## src/rtl/load_store_unit_if.sv

```systemverilog
// Data-memory bus between the load/store unit and the data memory.
// One transaction at a time over a req/gnt/rvalid handshake.
// The master modport is the load/store unit; the slave modport is the memory.
interface load_store_unit_if;

  logic        data_req_op;
  logic        data_gnt_ip;
  logic        data_rvalid_ip;
  logic [31:0] data_rdata_ip;
  logic [31:0] data_addr_op;
  logic        data_we_op;
  logic [3:0]  data_be_op;
  logic [31:0] data_wdata_op;

  modport master (
    output data_req_op,
    output data_addr_op,
    output data_we_op,
    output data_be_op,
    output data_wdata_op,
    input  data_gnt_ip,
    input  data_rvalid_ip,
    input  data_rdata_ip
  );

  modport slave (
    input  data_req_op,
    input  data_addr_op,
    input  data_we_op,
    input  data_be_op,
    input  data_wdata_op,
    output data_gnt_ip,
    output data_rvalid_ip,
    output data_rdata_ip
  );

endinterface

```

## src/rtl/load_store_unit.sv

```systemverilog
// Memory-stage load/store unit for the 5-stage RV32I core.
// Accepts one request from EX while idle, runs a single req/gnt/rvalid
// transaction on the data bus and returns extended load data to writeback.
// Optional feature macro: LSU_MISALIGN_CHECK_EN
//   defined   : misaligned half/word accesses are rejected with a one-cycle
//               lsu_misaligned_op pulse and never reach the bus
//   undefined : low address bits that do not fit the size are ignored and
//               the access is issued normally; lsu_misaligned_op stays 0
module load_store_unit (
  input  logic               clk,
  input  logic               reset_n,
  input  logic               lsu_req_ip,
  input  logic               lsu_we_ip,
  input  logic [1:0]         lsu_size_ip,
  input  logic               lsu_sign_ext_ip,
  input  logic [31:0]        lsu_addr_ip,
  input  logic [31:0]        lsu_wdata_ip,
  output logic               lsu_busy_op,
  output logic [31:0]        lsu_rdata_op,
  output logic               lsu_rvalid_op,
  output logic               lsu_misaligned_op,
  load_store_unit_if.master  mem
);

  typedef enum logic [1:0] {
    IDLE        = 2'd0,
    WAIT_GNT    = 2'd1,
    WAIT_RVALID = 2'd2
  } state_t;

  state_t      state;

  // Bus-side registers, stable from one accept to the next
  logic        data_req;
  logic [31:0] data_addr;
  logic        data_we;
  logic [3:0]  data_be;
  logic [31:0] data_wdata;

  // Access attributes kept for shaping the returned load data
  logic [1:0]  size;
  logic        sign_ext;
  logic [1:0]  offset;

  logic        accept;
  logic        misaligned;
  logic        issue;

  // Byte lanes touched by an access of the given size at the given address.
  function automatic logic [3:0] byte_enables(input logic [1:0] sz,
                                              input logic [1:0] addr_lo);
    logic [3:0] be;
    be = 4'b0000;
    case (sz)
      2'b00:   be = 4'b0001 << addr_lo;
      2'b01:   be = 4'b0011 << {addr_lo[1], 1'b0};
      2'b10:   be = 4'b1111;
      default: be = 4'b1111;
    endcase
    return be;
  endfunction

  // Replicate the store operand across all lanes so the enabled lanes carry it.
  function automatic logic [31:0] store_lanes(input logic [1:0]  sz,
                                              input logic [31:0] wdata);
    logic [31:0] lanes;
    lanes = 32'h0000_0000;
    case (sz)
      2'b00:   lanes = {4{wdata[7:0]}};
      2'b01:   lanes = {2{wdata[15:0]}};
      2'b10:   lanes = wdata;
      default: lanes = wdata;
    endcase
    return lanes;
  endfunction

  // Lane offset of the access; halves and words drop the bits they cannot use.
  function automatic logic [1:0] lane_offset(input logic [1:0] sz,
                                             input logic [1:0] addr_lo);
    logic [1:0] off;
    off = 2'b00;
    case (sz)
      2'b00:   off = addr_lo;
      2'b01:   off = {addr_lo[1], 1'b0};
      2'b10:   off = 2'b00;
      default: off = 2'b00;
    endcase
    return off;
  endfunction

  // Move the addressed lanes down to bit 0 and extend to 32 bits.
  function automatic logic [31:0] load_extend(input logic [31:0] rdata,
                                              input logic [1:0]  sz,
                                              input logic [1:0]  off,
                                              input logic        sgn);
    logic [31:0] shifted;
    logic [31:0] result;
    shifted = rdata >> {off, 3'b000};
    result  = 32'h0000_0000;
    case (sz)
      2'b00:   result = {{24{sgn & shifted[7]}},  shifted[7:0]};
      2'b01:   result = {{16{sgn & shifted[15]}}, shifted[15:0]};
      2'b10:   result = shifted;
      default: result = shifted;
    endcase
    return result;
  endfunction

`ifdef LSU_MISALIGN_CHECK_EN
  // A half needs an even address, a word needs a word-aligned address.
  function automatic logic is_misaligned(input logic [1:0] sz,
                                         input logic [1:0] addr_lo);
    logic bad;
    bad = 1'b0;
    case (sz)
      2'b00:   bad = 1'b0;
      2'b01:   bad = addr_lo[0];
      2'b10:   bad = |addr_lo;
      default: bad = |addr_lo;
    endcase
    return bad;
  endfunction

  assign misaligned = accept & is_misaligned(lsu_size_ip, lsu_addr_ip[1:0]);
`else
  assign misaligned = 1'b0;
`endif

  // Requests are only taken while idle; anything else is dropped.
  assign accept = lsu_req_ip & (state == IDLE);
  assign issue  = accept & ~misaligned;

  // Stall the pipeline for the whole transaction, including the accept cycle.
  assign lsu_busy_op = (state != IDLE) | (lsu_req_ip & (state == IDLE));

  assign mem.data_req_op   = data_req;
  assign mem.data_addr_op  = data_addr;
  assign mem.data_we_op    = data_we;
  assign mem.data_be_op    = data_be;
  assign mem.data_wdata_op = data_wdata;

  // Transaction FSM with all outputs registered.
  always_ff @(posedge clk or negedge reset_n) begin
    if (!reset_n) begin
      state             <= IDLE;
      data_req          <= 1'b0;
      data_addr         <= 32'h0000_0000;
      data_we           <= 1'b0;
      data_be           <= 4'b0000;
      data_wdata        <= 32'h0000_0000;
      size              <= 2'b00;
      sign_ext          <= 1'b0;
      offset            <= 2'b00;
      lsu_rdata_op      <= 32'h0000_0000;
      lsu_rvalid_op     <= 1'b0;
      lsu_misaligned_op <= 1'b0;
    end else begin
      lsu_rvalid_op     <= 1'b0;
      lsu_misaligned_op <= 1'b0;
      case (state)
        IDLE: begin
          if (issue) begin
            state      <= WAIT_GNT;
            data_req   <= 1'b1;
            data_addr  <= {lsu_addr_ip[31:2], 2'b00};
            data_we    <= lsu_we_ip;
            data_be    <= byte_enables(lsu_size_ip, lsu_addr_ip[1:0]);
            data_wdata <= store_lanes(lsu_size_ip, lsu_wdata_ip);
            size       <= lsu_size_ip;
            sign_ext   <= lsu_sign_ext_ip;
            offset     <= lane_offset(lsu_size_ip, lsu_addr_ip[1:0]);
          end else if (misaligned) begin
            lsu_misaligned_op <= 1'b1;
          end else begin
            state <= IDLE;
          end
        end
        WAIT_GNT: begin
          // Request stays up until the memory grants it.
          if (mem.data_gnt_ip) begin
            state    <= WAIT_RVALID;
            data_req <= 1'b0;
          end else begin
            data_req <= 1'b1;
          end
        end
        WAIT_RVALID: begin
          if (mem.data_rvalid_ip) begin
            state         <= IDLE;
            lsu_rvalid_op <= 1'b1;
            if (data_we) begin
              lsu_rdata_op <= 32'h0000_0000;
            end else begin
              lsu_rdata_op <= load_extend(mem.data_rdata_ip, size, offset, sign_ext);
            end
          end else begin
            state <= WAIT_RVALID;
          end
        end
        default: begin
          state    <= IDLE;
          data_req <= 1'b0;
        end
      endcase
    end
  end

endmodule

```

## src/flat_wrapper.sv

```systemverilog
// flat-port wrapper written by rule: the top's interface ports become plain ports
module load_store_unit_flat 
  (clk, reset_n, lsu_req_ip, lsu_we_ip, lsu_size_ip, lsu_sign_ext_ip, lsu_addr_ip, lsu_wdata_ip, lsu_busy_op, lsu_rdata_op, lsu_rvalid_op, lsu_misaligned_op, mem_data_req_op, mem_data_addr_op, mem_data_we_op, mem_data_be_op, mem_data_wdata_op, mem_data_gnt_ip, mem_data_rvalid_ip, mem_data_rdata_ip);
  load_store_unit_if mem_i ();
  input  logic clk;
  input  logic reset_n;
  input  logic lsu_req_ip;
  input  logic lsu_we_ip;
  input  logic [1:0] lsu_size_ip;
  input  logic lsu_sign_ext_ip;
  input  logic [31:0] lsu_addr_ip;
  input  logic [31:0] lsu_wdata_ip;
  output logic lsu_busy_op;
  output logic [31:0] lsu_rdata_op;
  output logic lsu_rvalid_op;
  output logic lsu_misaligned_op;
  output wire logic [$bits(mem_i.data_req_op)-1:0] mem_data_req_op;
  output wire logic [$bits(mem_i.data_addr_op)-1:0] mem_data_addr_op;
  output wire logic [$bits(mem_i.data_we_op)-1:0] mem_data_we_op;
  output wire logic [$bits(mem_i.data_be_op)-1:0] mem_data_be_op;
  output wire logic [$bits(mem_i.data_wdata_op)-1:0] mem_data_wdata_op;
  input wire logic [$bits(mem_i.data_gnt_ip)-1:0] mem_data_gnt_ip;
  input wire logic [$bits(mem_i.data_rvalid_ip)-1:0] mem_data_rvalid_ip;
  input wire logic [$bits(mem_i.data_rdata_ip)-1:0] mem_data_rdata_ip;
  assign mem_data_req_op = mem_i.data_req_op;
  assign mem_data_addr_op = mem_i.data_addr_op;
  assign mem_data_we_op = mem_i.data_we_op;
  assign mem_data_be_op = mem_i.data_be_op;
  assign mem_data_wdata_op = mem_i.data_wdata_op;
  assign mem_i.data_gnt_ip = mem_data_gnt_ip;
  assign mem_i.data_rvalid_ip = mem_data_rvalid_ip;
  assign mem_i.data_rdata_ip = mem_data_rdata_ip;
  load_store_unit u_core (.clk(clk), .reset_n(reset_n), .lsu_req_ip(lsu_req_ip), .lsu_we_ip(lsu_we_ip), .lsu_size_ip(lsu_size_ip), .lsu_sign_ext_ip(lsu_sign_ext_ip), .lsu_addr_ip(lsu_addr_ip), .lsu_wdata_ip(lsu_wdata_ip), .lsu_busy_op(lsu_busy_op), .lsu_rdata_op(lsu_rdata_op), .lsu_rvalid_op(lsu_rvalid_op), .lsu_misaligned_op(lsu_misaligned_op), .mem(mem_i));
endmodule
```

## config.mk

```make
export PLATFORM = sky130hd
export DESIGN_NAME = load_store_unit_flat
export DESIGN_NICKNAME = d
export VERILOG_FILES = /design/src/rtl/load_store_unit_if.sv /design/src/rtl/load_store_unit.sv /design/src/flat_wrapper.sv
export SDC_FILE = /design/constraint.sdc
export NUM_CORES = 1
export LEC_CHECK = 0
export CAP_MARGIN = 30
export CORE_ASPECT_RATIO = 0.9
export CORE_MARGIN = 2
export CORE_UTILIZATION = 38
export DETAILED_ROUTE_END_ITERATION = 8
export DONT_BUFFER_PORTS = 1
export HOLD_SLACK_MARGIN = 0.15
export SYNTH_ARGS = -nofsm -noshare
export SYNTH_HDL_FRONTEND = slang
export SYNTH_SLANG_ARGS = --single-unit
```

## constraint.sdc

```tcl
create_clock -name clk -period 2.1 [get_ports clk]
set_input_delay 0.21 -clock clk [delete_from_list [all_inputs] [get_ports clk]]
set_output_delay 0.21 -clock clk [all_outputs]
set_load 0.01 [all_outputs]
```

# Yosys cells after proc, flatten, opt, wreduce, memory -nomap -nowiden
# Cells that the tools add are included.
# word_totals
regBits	108
input_bits	105
output_inout_bits	105
elab_cells	46
# op_classes
eq_ne	6
n_shift	3
mux	14
bitwise_logic	5
n_reduce_logical	7
# ops
op	count
$pmux 32 s2	2
$mux 32	1
$shr 32x5->32	1
$pmux 4 s2	1
$eq 2x1->1 const B	3
$logic_not 2->1	3
$pmux 2 s3	1
$reduce_and 2->1	3
$mux 1	5
$mux 2	2
$pmux 2 s2	1
$shl 1x2->4 const A	1
$shl 2x2->4 const A	1
$and 1x1->1	3
$pmux 1 s3	1
$eq 2x2->1 const B	1
$ne 2x1->1 const B	1
$ne 2x2->1 const B	1
$reduce_bool 2->1	1
$not 1->1	1
$or 1x1->1	1

# Logic depth before layout (Yosys ltp)
# Gate-level depths: netlist of the first run.
# depth
ltp_word	4
depth_mapped	7
depth_no_buf	4

# Worst setup path after synthesis of the first run
# OpenSTA, ideal clock, no wires.
# synth_timing
path_type	register to register
startpoint	register u_core.offset[1]
endpoint	register u_core.lsu_rdata_op[21]
setup_ns	0.126
arrival_ns	1.589
required_ns	1.974
path_slack_ns	0.385
stages_incl_launch_ff	6
path_buffers	2
period_less_slack_ns	1.715
cell_sequence	dfrtp_1 buf_6 mux4_2 o211a_4 buf_6 a221o_1
# synth_between
elab_chain_len	4
word_cells_on_any_way	5
classes_between	1 x shift; 2 x mux; 2 x bitwise
# synth_lines
item	line	rtl
start, declared	load_store_unit.sv:43	logic [1:0] offset;
start signal, assigned	load_store_unit.sv:171	offset <= lane_offset(lsu_size_ip, lsu_addr_ip[1:0]);
$shr 32x5->32 (*)	load_store_unit.sv:98	shifted = rdata >> {off, 3'b000};
$and 1x1->1, on equally long branches	load_store_unit.sv:102, load_store_unit.sv:101	
$pmux 32 s2 (*)	load_store_unit.sv:100	case (sz)
$mux 32 (*)	load_store_unit.sv:191	if (data_we) begin
end signal, assigned	load_store_unit.sv:194	lsu_rdata_op <= load_extend(mem.data_rdata_ip, size, offset, sign_ext);
end, declared	load_store_unit.sv:19	output logic [31:0] lsu_rdata_op,
# Every way passes the cells marked *; elsewhere a longest branch is shown, timed or not.
# A chain may end at the register's enable or synchronous reset.

# Worst setup path after layout of the first run
# layout_timing
startpoint	register u_core.state[0]
endpoint	register u_core.data_be[2], in the netlist u_core.mem.data_be_op[2]
# layout_between
elab_chain_len	3
# layout_lines
item	line	rtl
start, declared	load_store_unit.sv:31	state_t state;
start signal, assigned	load_store_unit.sv:145	state <= IDLE;
start signal, assigned	load_store_unit.sv:163	state <= WAIT_GNT;
start signal, assigned	load_store_unit.sv:175	state <= IDLE;
$logic_not 2->1 (*)	load_store_unit.sv:130, load_store_unit.sv:160	
$and 1x1->1	load_store_unit.sv:130	assign accept = lsu_req_ip & (state == IDLE);
$reduce_and 2->1 (no line) (*)	-	
end signal, assigned	load_store_unit.sv:167	data_be <= byte_enables(lsu_size_ip, lsu_addr_ip[1:0]);
end, declared	load_store_unit.sv:37	logic [3:0] data_be;
# Marked as above.

==> metrics.txt, run 1 <==
Setup TNS Final=0 ns; DRC viols=0; clk root buf=clkbuf_16; post-CTS setup buffers=0; global-route wire length before repair=22.50 mm; cell area after layout=6223 um2; ant diodes=0; Clock Sinks=108; Routed met2 length=6.739 mm; footprint of the multi-input gates=2072 um2; # IOs=210; cells taking the most area after synthesis=dfrtp_1, nand2_1, mux2i_1, o21ai_0, a221o_1; Least-Margin Pin Slew=0.6495 ns; Final min period=1.947 ns; Hold Buf Count CTS=83; DR WL/cell=18.97 um; largest net degree at the start of global routing=109; Slew HR=56.54%; Max Root-Sink Buffers=2; Starting DRT DRC Count=217; Post-synth ARST share=100.0%; post-synthesis sequential area ratio=54.44%; EDFF count, synth=0; nature of the critical path endpoint=flop; post-CTS resize count=0; Synth cell types=33; clk_lat worst skew=0.36 ns; Slew Limit Fails=0; share of cells above drive strength 1=7.045%; met3 WL=1.366 mm; CP max FO=15; CTS tree=built; core footprint=12740 um2; Mapped Avg Cell Area=9.678 um2; Yosys top cell area share=54.44%; H-tree levels=3; failing checks=hold timing; FF+latch count, synth=108; max_cap viols=0; Syn Inst Count=513; LEAKAGE=0.002883 uW; Fmax=513.5 MHz; CP required=2.39 ns; Hold Worst Slack=-0.4605 ns; peak supply drop=0.5745 mV; Final setup viols=0; die width=124.5 um; Vias/cell=5.374; die footprint=14000 um2; Synth top cells by count=nand2_1, dfrtp_1, o21ai_0; worst hold path type=input port to asynchronous set/reset pin; Post-DP Area=5080 um2; reg2reg setup slack=0.15 ns; final setup margin=0.1525 ns; Worst-path clk slew=0.07 ns; ANT nets after route=0; top_reg_cell synth=dfrtp_1; Clock Skews=0.005842 ns; count leader, synth=nand2_1; synthesis-to-finish area growth=25.35%; outcome=finished, violations left; nets@finish=682; Worst Path Arrival=2.24 ns; Placement Rows=39; vias in the first global route=4155; vias=4009; hpwl dp=9.174 mm; metal1 wirelength=5.685 mm; drt total wl=14.15 mm; RSZ-0062 raised after global routing=false; Die Y=112.4 um; Post-Place Setup Slack=0.2354 ns; FF+latch area=2703 um2; cell accounting for the most synthesized area=dfrtp_1; Pwr per Cell Area=1244 nW/um2; initial antenna violation count=0; initial core utilization=38.98%; final hold viol count=108; critical path class=flop to flop; Final period util=92.74%; Placer Congestion=0.8015; first drt pass iteration count=4; Setup crit start kind=flop; total global routing track utilization=20.47%; total grt overflow=0; YS warnings=0; cts bufs inserted=9; Mapped Area=4965 um2; highest metal used=met4; fillers=1146; PortBufs=0
routing by layer:
layer / vias to the layer above / track usage (%)
li1: 1864 / -
met1: 1925 / 24.84
met2: 197 / 33.22
met3: 23 / 7.388
met4: 0 / 8.689
met5: - / 0
worst paths after layout:
| kind | from | endpoint | cells past startpoint |
|---|---|---|---|
| worst min-delay path | reset_n | u_core.lsu_rdata_op[10] | 0 |
| worst max-delay path | u_core.state[0] | u_core.mem.data_be_op[2] | 5 |
| max in group asynchronous | reset_n | u_core.mem.data_addr_op[4] | 0 |
| min in group clk | lsu_size_ip[1] | u_core.size[1] | 3 |
| worst min register to register | u_core.sign_ext | u_core.sign_ext | 2 |
| worst max register to register | u_core.state[0] | u_core.mem.data_be_op[2] | 5 |
worst max-delay path, stage by stage (launching register included):
cell	delay [ns]
dfrtp_1	0.46
nor2_1	0.19
and2_2	0.38
nand2_1	0.11
o21ai_0	0.18
dlygate4sd3_1	0.56
sequential cells by signal, summed over array words and instances, names as in the netlist, 2 cells and up:
register,flops
u_core.lsu_rdata_op,32
u_core.mem.data_wdata_op,32
u_core.mem.data_addr_op,30
u_core.mem.data_be_op,4
u_core.offset,2
u_core.size,2
u_core.state,2
cells in the final DEF (no fill, tap or decap), drive strengths merged, types with 11 or more instances in the layout:
master,n
o21ai,55
clkbuf,11
a21oi,16
nor2,14
mux2i,41
dfrtp,108
nand2,174
a221o,16
dlygate4sd3,82
nand3b,11
report_power, final:
group          internal (uW)  total [uW]  switching (uW)
logic                    873        1820             948
registers               2990        4180            1190
clock network            963        1740             780
cells by family after synthesis:
kind of cell	Yosys count	synth area share (%)
buffers and inverters	43	4.057
muxes	51	10.99
other	1	0.07553
and+or+nand+nor	211	17.82
DFF	108	54.44
AOI/OAI and AO/OA	99	12.63
per-stage QoR:
step	power [uW]	std cells	util, %
3_5_place_dp	5865	647	39.89
2_1_floorplan	5304	515	-
3_3_place_gp	5779	647	39.89
6_report	7742	746	48.87
5_1_grt	8252	746	48.87
4_1_cts	7787	746	48.87
final cells by class:
type,instances,share of cell area (%)
tap,164,3.297
sequential,108,43.43
inverter,2,0.1206
timing repair buffer,92,15.00
multi-input combinational,364,33.29
clock buffer,11,3.900
clock inverter,5,0.9650
(Power assumes the default switching activity.)
==> inputs of run 2 (changes only) <==
- CAP_MARGIN: 30 -> 20
==> results of run 2 <==
Same layout as run 1: the final DEF is identical, and so are final timing and power.
